<file path="src/rtl/mc_maindec.sv">
// Multicycle MIPS main controller: 3-5 cycles per instruction, stalls in FETCH/MEMRD/MEMWR until mem_ready.
// Define MC_MAINDEC_TRAP_EN to trap on illegal opcodes and memory-wait timeouts; otherwise trap is tied 0.
module mc_maindec #(
    parameter int OPW    = 6,
    parameter int FUNCTW = 6,
    parameter int CNTW   = 32
`ifdef MC_MAINDEC_TRAP_EN
    ,
    parameter int TMOW   = 4
`endif
) (
    input  logic              clk,
    input  logic              reset,
    input  logic [OPW-1:0]    op,
    input  logic [FUNCTW-1:0] funct,
    input  logic              zero,
    input  logic              mem_ready,
    output logic              mem_req,
    output logic              memwrite,
    output logic              irwrite,
    output logic              iord,
    output logic              regwrite,
    output logic [1:0]        regdst,
    output logic [1:0]        memtoreg,
    output logic              alusrca,
    output logic [1:0]        alusrcb,
    output logic [1:0]        aluop,
    output logic [1:0]        pcsrc,
    output logic              pcen,
    output logic [3:0]        state,
    output logic [CNTW-1:0]   instret,
    output logic              trap
);

    typedef enum logic [3:0] {
        S_FETCH  = 4'd0,
        S_DECODE = 4'd1,
        S_MEMADR = 4'd2,
        S_MEMRD  = 4'd3,
        S_MEMWB  = 4'd4,
        S_MEMWR  = 4'd5,
        S_EXEC   = 4'd6,
        S_ALUWB  = 4'd7,
        S_IEXEC  = 4'd8,
        S_IWB    = 4'd9,
        S_BRANCH = 4'd10,
        S_JUMP   = 4'd11,
        S_JAL    = 4'd12,
        S_JR     = 4'd13,
        S_TRAP   = 4'd15
    } state_t;

    localparam logic [OPW-1:0]    OP_RTYPE = OPW'(6'b000000);
    localparam logic [OPW-1:0]    OP_LW    = OPW'(6'b000001);
    localparam logic [OPW-1:0]    OP_SW    = OPW'(6'b000010);
    localparam logic [OPW-1:0]    OP_ADDI  = OPW'(6'b000011);
    localparam logic [OPW-1:0]    OP_SUBI  = OPW'(6'b000100);
    localparam logic [OPW-1:0]    OP_BEQ   = OPW'(6'b000101);
    localparam logic [OPW-1:0]    OP_BNE   = OPW'(6'b001001);
    localparam logic [OPW-1:0]    OP_J     = OPW'(6'b000111);
    localparam logic [OPW-1:0]    OP_JAL   = OPW'(6'b001000);
    localparam logic [FUNCTW-1:0] FN_JR    = FUNCTW'(6'b000111);

`ifdef MC_MAINDEC_TRAP_EN
    localparam state_t           ILLEGAL_DEST = S_TRAP;
    // Trap on the edge that would bring the wait count to all-ones.
    localparam logic [TMOW-1:0]  TMO_LAST     = {TMOW{1'b1}} - TMOW'(1);
    logic [TMOW-1:0] tmo_q;
    logic            trap_q;
    logic            in_mem_state;
`else
    localparam state_t           ILLEGAL_DEST = S_FETCH;
`endif

    state_t state_q;
    state_t state_nxt;
    logic   pcwrite;
    logic   branch;

    always_comb begin
        state_nxt = state_q;
        case (state_q)
            S_FETCH:  if (mem_ready) state_nxt = S_DECODE;
            S_DECODE: begin
                case (op)
                    OP_LW, OP_SW:     state_nxt = S_MEMADR;
                    OP_RTYPE:         state_nxt = (funct == FN_JR) ? S_JR : S_EXEC;
                    OP_ADDI, OP_SUBI: state_nxt = S_IEXEC;
                    OP_BEQ, OP_BNE:   state_nxt = S_BRANCH;
                    OP_J:             state_nxt = S_JUMP;
                    OP_JAL:           state_nxt = S_JAL;
                    default:          state_nxt = ILLEGAL_DEST;
                endcase
            end
            S_MEMADR: state_nxt = (op == OP_SW) ? S_MEMWR : S_MEMRD;
            S_MEMRD:  if (mem_ready) state_nxt = S_MEMWB;
            S_MEMWR:  if (mem_ready) state_nxt = S_FETCH;
            S_EXEC:   state_nxt = S_ALUWB;
            S_IEXEC:  state_nxt = S_IWB;
            S_MEMWB, S_ALUWB, S_IWB, S_BRANCH, S_JUMP, S_JAL, S_JR:
                      state_nxt = S_FETCH;
            S_TRAP:   state_nxt = S_TRAP;
            default:  state_nxt = S_FETCH;
        endcase
`ifdef MC_MAINDEC_TRAP_EN
        if (in_mem_state && !mem_ready && tmo_q == TMO_LAST) state_nxt = S_TRAP;
`endif
    end

    // Enables are suppressed during reset so an aborted access cannot fire.
    always_comb begin
        mem_req  = 1'b0;
        memwrite = 1'b0;
        irwrite  = 1'b0;
        iord     = 1'b0;
        regwrite = 1'b0;
        regdst   = 2'b00;
        memtoreg = 2'b00;
        alusrca  = 1'b0;
        alusrcb  = 2'b00;
        aluop    = 2'b00;
        pcsrc    = 2'b00;
        pcwrite  = 1'b0;
        branch   = 1'b0;
        if (!reset) begin
            case (state_q)
                S_FETCH: begin
                    mem_req = 1'b1;
                    alusrcb = 2'b01;
                    irwrite = mem_ready;
                    pcwrite = mem_ready;
                end
                S_DECODE: alusrcb = 2'b11;
                S_MEMADR: begin
                    alusrca = 1'b1;
                    alusrcb = 2'b10;
                end
                S_MEMRD: begin
                    mem_req = 1'b1;
                    iord    = 1'b1;
                end
                S_MEMWR: begin
                    mem_req  = 1'b1;
                    iord     = 1'b1;
                    memwrite = mem_ready;
                end
                S_MEMWB: begin
                    regwrite = 1'b1;
                    memtoreg = 2'b01;
                end
                S_EXEC: begin
                    alusrca = 1'b1;
                    aluop   = 2'b10;
                end
                S_ALUWB: begin
                    regwrite = 1'b1;
                    regdst   = 2'b01;
                end
                S_IEXEC: begin
                    alusrca = 1'b1;
                    alusrcb = 2'b10;
                    aluop   = (op == OP_SUBI) ? 2'b01 : 2'b00;
                end
                S_IWB:    regwrite = 1'b1;
                S_BRANCH: begin
                    alusrca = 1'b1;
                    branch  = 1'b1;
                    pcsrc   = 2'b01;
                    aluop   = (op == OP_BNE) ? 2'b11 : 2'b01;
                end
                S_JUMP: begin
                    pcwrite = 1'b1;
                    pcsrc   = 2'b10;
                end
                S_JAL: begin
                    pcwrite  = 1'b1;
                    pcsrc    = 2'b10;
                    regwrite = 1'b1;
                    regdst   = 2'b10;
                    memtoreg = 2'b10;
                end
                S_JR: begin
                    pcwrite = 1'b1;
                    pcsrc   = 2'b11;
                end
                default: ;
            endcase
        end
        pcen = pcwrite | (branch & (zero ^ (aluop == 2'b11)));
    end

    always_ff @(posedge clk) begin
        if (reset) begin
            state_q <= S_FETCH;
            instret <= '0;
        end else begin
            state_q <= state_nxt;
            if (state_nxt == S_FETCH && state_q != S_FETCH && state_q != S_TRAP)
                instret <= instret + CNTW'(1);
        end
    end

    assign state = state_q;

`ifdef MC_MAINDEC_TRAP_EN
    assign in_mem_state = (state_q == S_FETCH) || (state_q == S_MEMRD) || (state_q == S_MEMWR);

    always_ff @(posedge clk) begin
        if (reset) begin
            tmo_q  <= '0;
            trap_q <= 1'b0;
        end else begin
            if (state_nxt != state_q)
                tmo_q <= '0;
            else if (in_mem_state && !mem_ready)
                tmo_q <= tmo_q + TMOW'(1);
            if (state_nxt == S_TRAP)
                trap_q <= 1'b1;
        end
    end

    assign trap = trap_q;
`else
    assign trap = 1'b0;
`endif

endmodule
</file>
<file path="config.mk">
export PLATFORM = sky130hd
export DESIGN_NAME = mc_maindec
export DESIGN_NICKNAME = d
export VERILOG_FILES = /design/src/rtl/mc_maindec.sv
export SDC_FILE = /design/constraint.sdc
export NUM_CORES = 1
export LEC_CHECK = 0
export BUFFER_PORTS_ARGS = -buffer_cell sky130_fd_sc_hd__buf_2
export CORE_MARGIN = 2
export CORE_UTILIZATION = 45
export DETAILED_ROUTE_END_ITERATION = 7
export GPL_TIMING_DRIVEN = 0
export PLACE_DENSITY = 0.71
export SLEW_MARGIN = 20
export SYNTH_ARGS = -nofsm -noshare
export SYNTH_HDL_FRONTEND = slang
export SYNTH_SLANG_ARGS = --single-unit
</file>
<file path="constraint.sdc">
create_clock -name clk -period 3.5 [get_ports clk]
set_input_delay 0.525 -clock clk [delete_from_list [all_inputs] [get_ports clk]]
set_output_delay 0.525 -clock clk [all_outputs]
set_load 0.05 [all_outputs]
</file>
==> metrics.cfg <==
[run_status]
status = finished, final reports clean

[cts]
worstSkewPairLatency_ns = 0.29
cts.sinks = 36
cts_buffers = 5
cts_resized = 0
clk_pin_slew_ns = 0.08
tritoncts = done
h-tree-depth = 2
clockBufferDepth = 2
postCtsHoldBufs = 0
root_buffer = clkbuf_8
post_cts_buffers = 0

[detailed_routing]
drt_iter0_drc = 235
vias = 2635
vias_per_cell = 5.88
dr.pass1.iters = 5
drtAntennaViolNets = 0
post_drt_wl_per_cell_um = 14.7
drcViolationCount = 0
wl_um = 6570

[timing]
timing.slew.headroom_pct = 50.4
setup_viol = 0
fin_crit_sh_pct = 87.4
worst_clock_skew_ns = 0.00678
finalCriticalPeriod_ns = 3.06
fmax_ghz = 0.327
setup_tns_ns = 0
tightest_slew_ns = 0.738
rsz0062_at_grt = false
slew_viol_final = 0
hold_violations = 0

[critical_path]
slowest_delay_ns = 0.44
critPathMostFrequentCell = clkbuf_1
cp-end-kind = register
rrSetupSlack_ns = 0.44
crit_family = compound AO/OA/AOI/OAI gates
worstPathMaxFanout = 10
crit_required_ns = 3.66
path_cells = clkbuf_1 > nor4b_1 > o211ai_1 > nand4_1 > a211o_1 > or3_1 > buf_2 > buf_6 > clkbuf_1 > o31ai_1 > a21oi_1
rr_worst_depth = 11
crit_path_top_delay_cell = dfxtp_1
timing.rr.start = state[2]
start_kind = register
arrival_ns = 3.21
rr_endpoint = instret[8]
path_class = register to register
cp.buffers_inverters = 4

[floorplan]
start_util_pct = 46.1
core_um2 = 5040
rows = 26
die-area_um2 = 5750
die_w_um = 75.9
fp.dieH_um = 75.9
io_pins = 70

[synth]
synth_area_um2 = 2320
synth_ff_type = dfxtp_1
netlist_instances = 303
synthesis.nets = 320
synth-seq-cells = 36
synth_edf_count = 0
yosys_warnings = 0
async_flop_share_pct = 0
ys_types = 51
ys_seq_area_share_pct = 31.0
avgSynthCellArea_um2 = 7.67

[min_path]
hp-class = register to register
hold_path_end = instret[31]
worstHoldPathCells = 2
hold_start = instret[31]

[grt]
grt_pass1_wl_um = 10200
antenna_found_initial = 0
grt_pass1_vias = 2188
grt_use_total_pct = 22.7
grt_max_degree = 12
grt_overflow = 0

[place]
post_dp_cell_area_um2 = 2760
gp_congestion = 0.898
io_buffers = 67
dp_hpwl_um = 4860

[final_layout]
final_common_cell = buf_2
layout-drive-gt1-share_pct = 23.5
nets = 394
syn_to_final_growth_pct = 22.5
final_cell_mix = buf_2, dfxtp_1, a21oi_1, nor2_1, clkbuf_1
diodes = 0
final_area_um2 = 2850

[power]
combinationalPowerShare_pct = 14.6
netSwitchingFraction_pct = 29.0
peakVddDrop_uv = 273
p_clk_share_pct = 35.6
p_seq_share_pct = 49.8
total_switching_power_uw = 242
p_leak_nw = 1.05
powerDensity_nw_per_um2 = 293
internal_power_uw = 592

[flow_run]
max_cap_violations = 0

worst register-to-register path, cell delays in order, from the launching register on:
cell	delay, ns
dfxtp_1	0.44
clkbuf_1	0.38
nor4b_1	0.11
o211ai_1	0.24
nand4_1	0.16
a211o_1	0.31
or3_1	0.30
buf_2	0.17
buf_6	0.15
clkbuf_1	0.24
o31ai_1	0.33
a21oi_1	0.10
cell type report:
| cell class | instances | area, µm² |
|---|---|---|
| Buffer | 24 | 114 |
| Clock buffer | 7 | 76.3 |
| Clock inverter | 1 | 8.76 |
| Fill cell | 513 | 2200 |
| Inverter | 7 | 26.3 |
| Multi-Input combinational cell | 236 | 1480 |
| Sequential cell | 36 | 721 |
| Tap cell | 70 | 87.6 |
| Timing Repair Buffer | 67 | 335 |
flip-flops by register name, summed over array words and instances (netlist names):
| signal | cells |
|---|---|
| instret | 32 |
| state | 4 |
per-stage QoR:
stage          cells  setup WS, ns  hold WS, ns  utilization, %  total power, mW
2_1_floorplan    303         0.137        0.704               -            0.508
3_3_place_gp     440         0.202        0.466            54.7            0.544
3_5_place_dp     440         0.217        0.470            54.7            0.545
4_1_cts          448         0.480        0.482            56.4            0.840
5_1_grt          448         0.189        0.510            56.4            0.867
6_report         448         0.442        0.480            56.4            0.834
power by group through the flow:
stage	Clock (mW)	Combinational, mW	Sequential, mW
finish	0.297	0.122	0.415
global route	0.320	0.131	0.416
CTS	0.305	0.121	0.415
detailed placement	0	0.120	0.425
global placement	0	0.119	0.425
floorplan	0	0.0752	0.432
synthesized netlist by cell type (all sizes together) (2+ instances only):
cell type,number,share of area (%)
inv,7,1.1
dfxtp,36,31
a21oi,31,6.7
or2,2,0.54
mux2i,2,0.86
o41ai,3,1.1
and3,2,0.54
nor4b,7,2.9
o31ai,16,5.2
nand4,8,2.2
o21ai,13,2.8
xnor2,7,2.6
a31oi,2,0.54
or4,19,6.3
nor4,8,2.2
or3,9,2.4
nand2b,5,1.3
o221ai,2,0.75
nand3,12,2.6
nor2,27,4.4
o22a,3,1.1
nor3b,3,0.97
nor2b,7,1.9
buf,7,2.2
o211ai,2,0.65
nand2,17,2.7
nor3,9,1.9
mux2,2,0.97
clkbuf,17,2.7
cell families (layout without fill, tap and decap cells):
kind of cell / Yosys count / count (layout) / synth area share, %
XOR/XNOR: 8 / 8 / 3.02
multiplexers: 4 / 4 / 1.83
AO/OA/AOI/OAI: 81 / 81 / 22.3
flip-flops: 36 / 36 / 31.0
AND/OR/NAND/NOR: 141 / 141 / 35.1
buffers and inverters: 31 / 106 / 6.03
adder cells (fa/ha/maj): 1 / 1 / 0.538
other: 1 / 1 / 0.161
worst max path at each step:
stage              from  slack (ns)  cells past startpoint           to
6_report       state[2]        0.44                     11   instret[8]
5_1_grt        state[2]        0.19                     11   instret[8]
2_1_floorplan  state[1]        0.14                      4     aluop[0]
3_5_place_dp      op[2]        0.22                     11  instret[11]
4_1_cts        state[2]        0.48                      7         pcen
3_3_place_gp      op[2]        0.20                     11   instret[8]
layer usage:
metal / part of all wire (%) / track usage [%] / vias to the layer above
li1: - / - / 1298
met1: 46 / 31.3 / 1226
met2: 47 / 37.2 / 107
met3: 6.8 / 3.97 / 4
met4: 0.46 / 4.68 / 0
met5: 0 / 0 / -
Note: power is estimated with default switching activity, not from simulation.
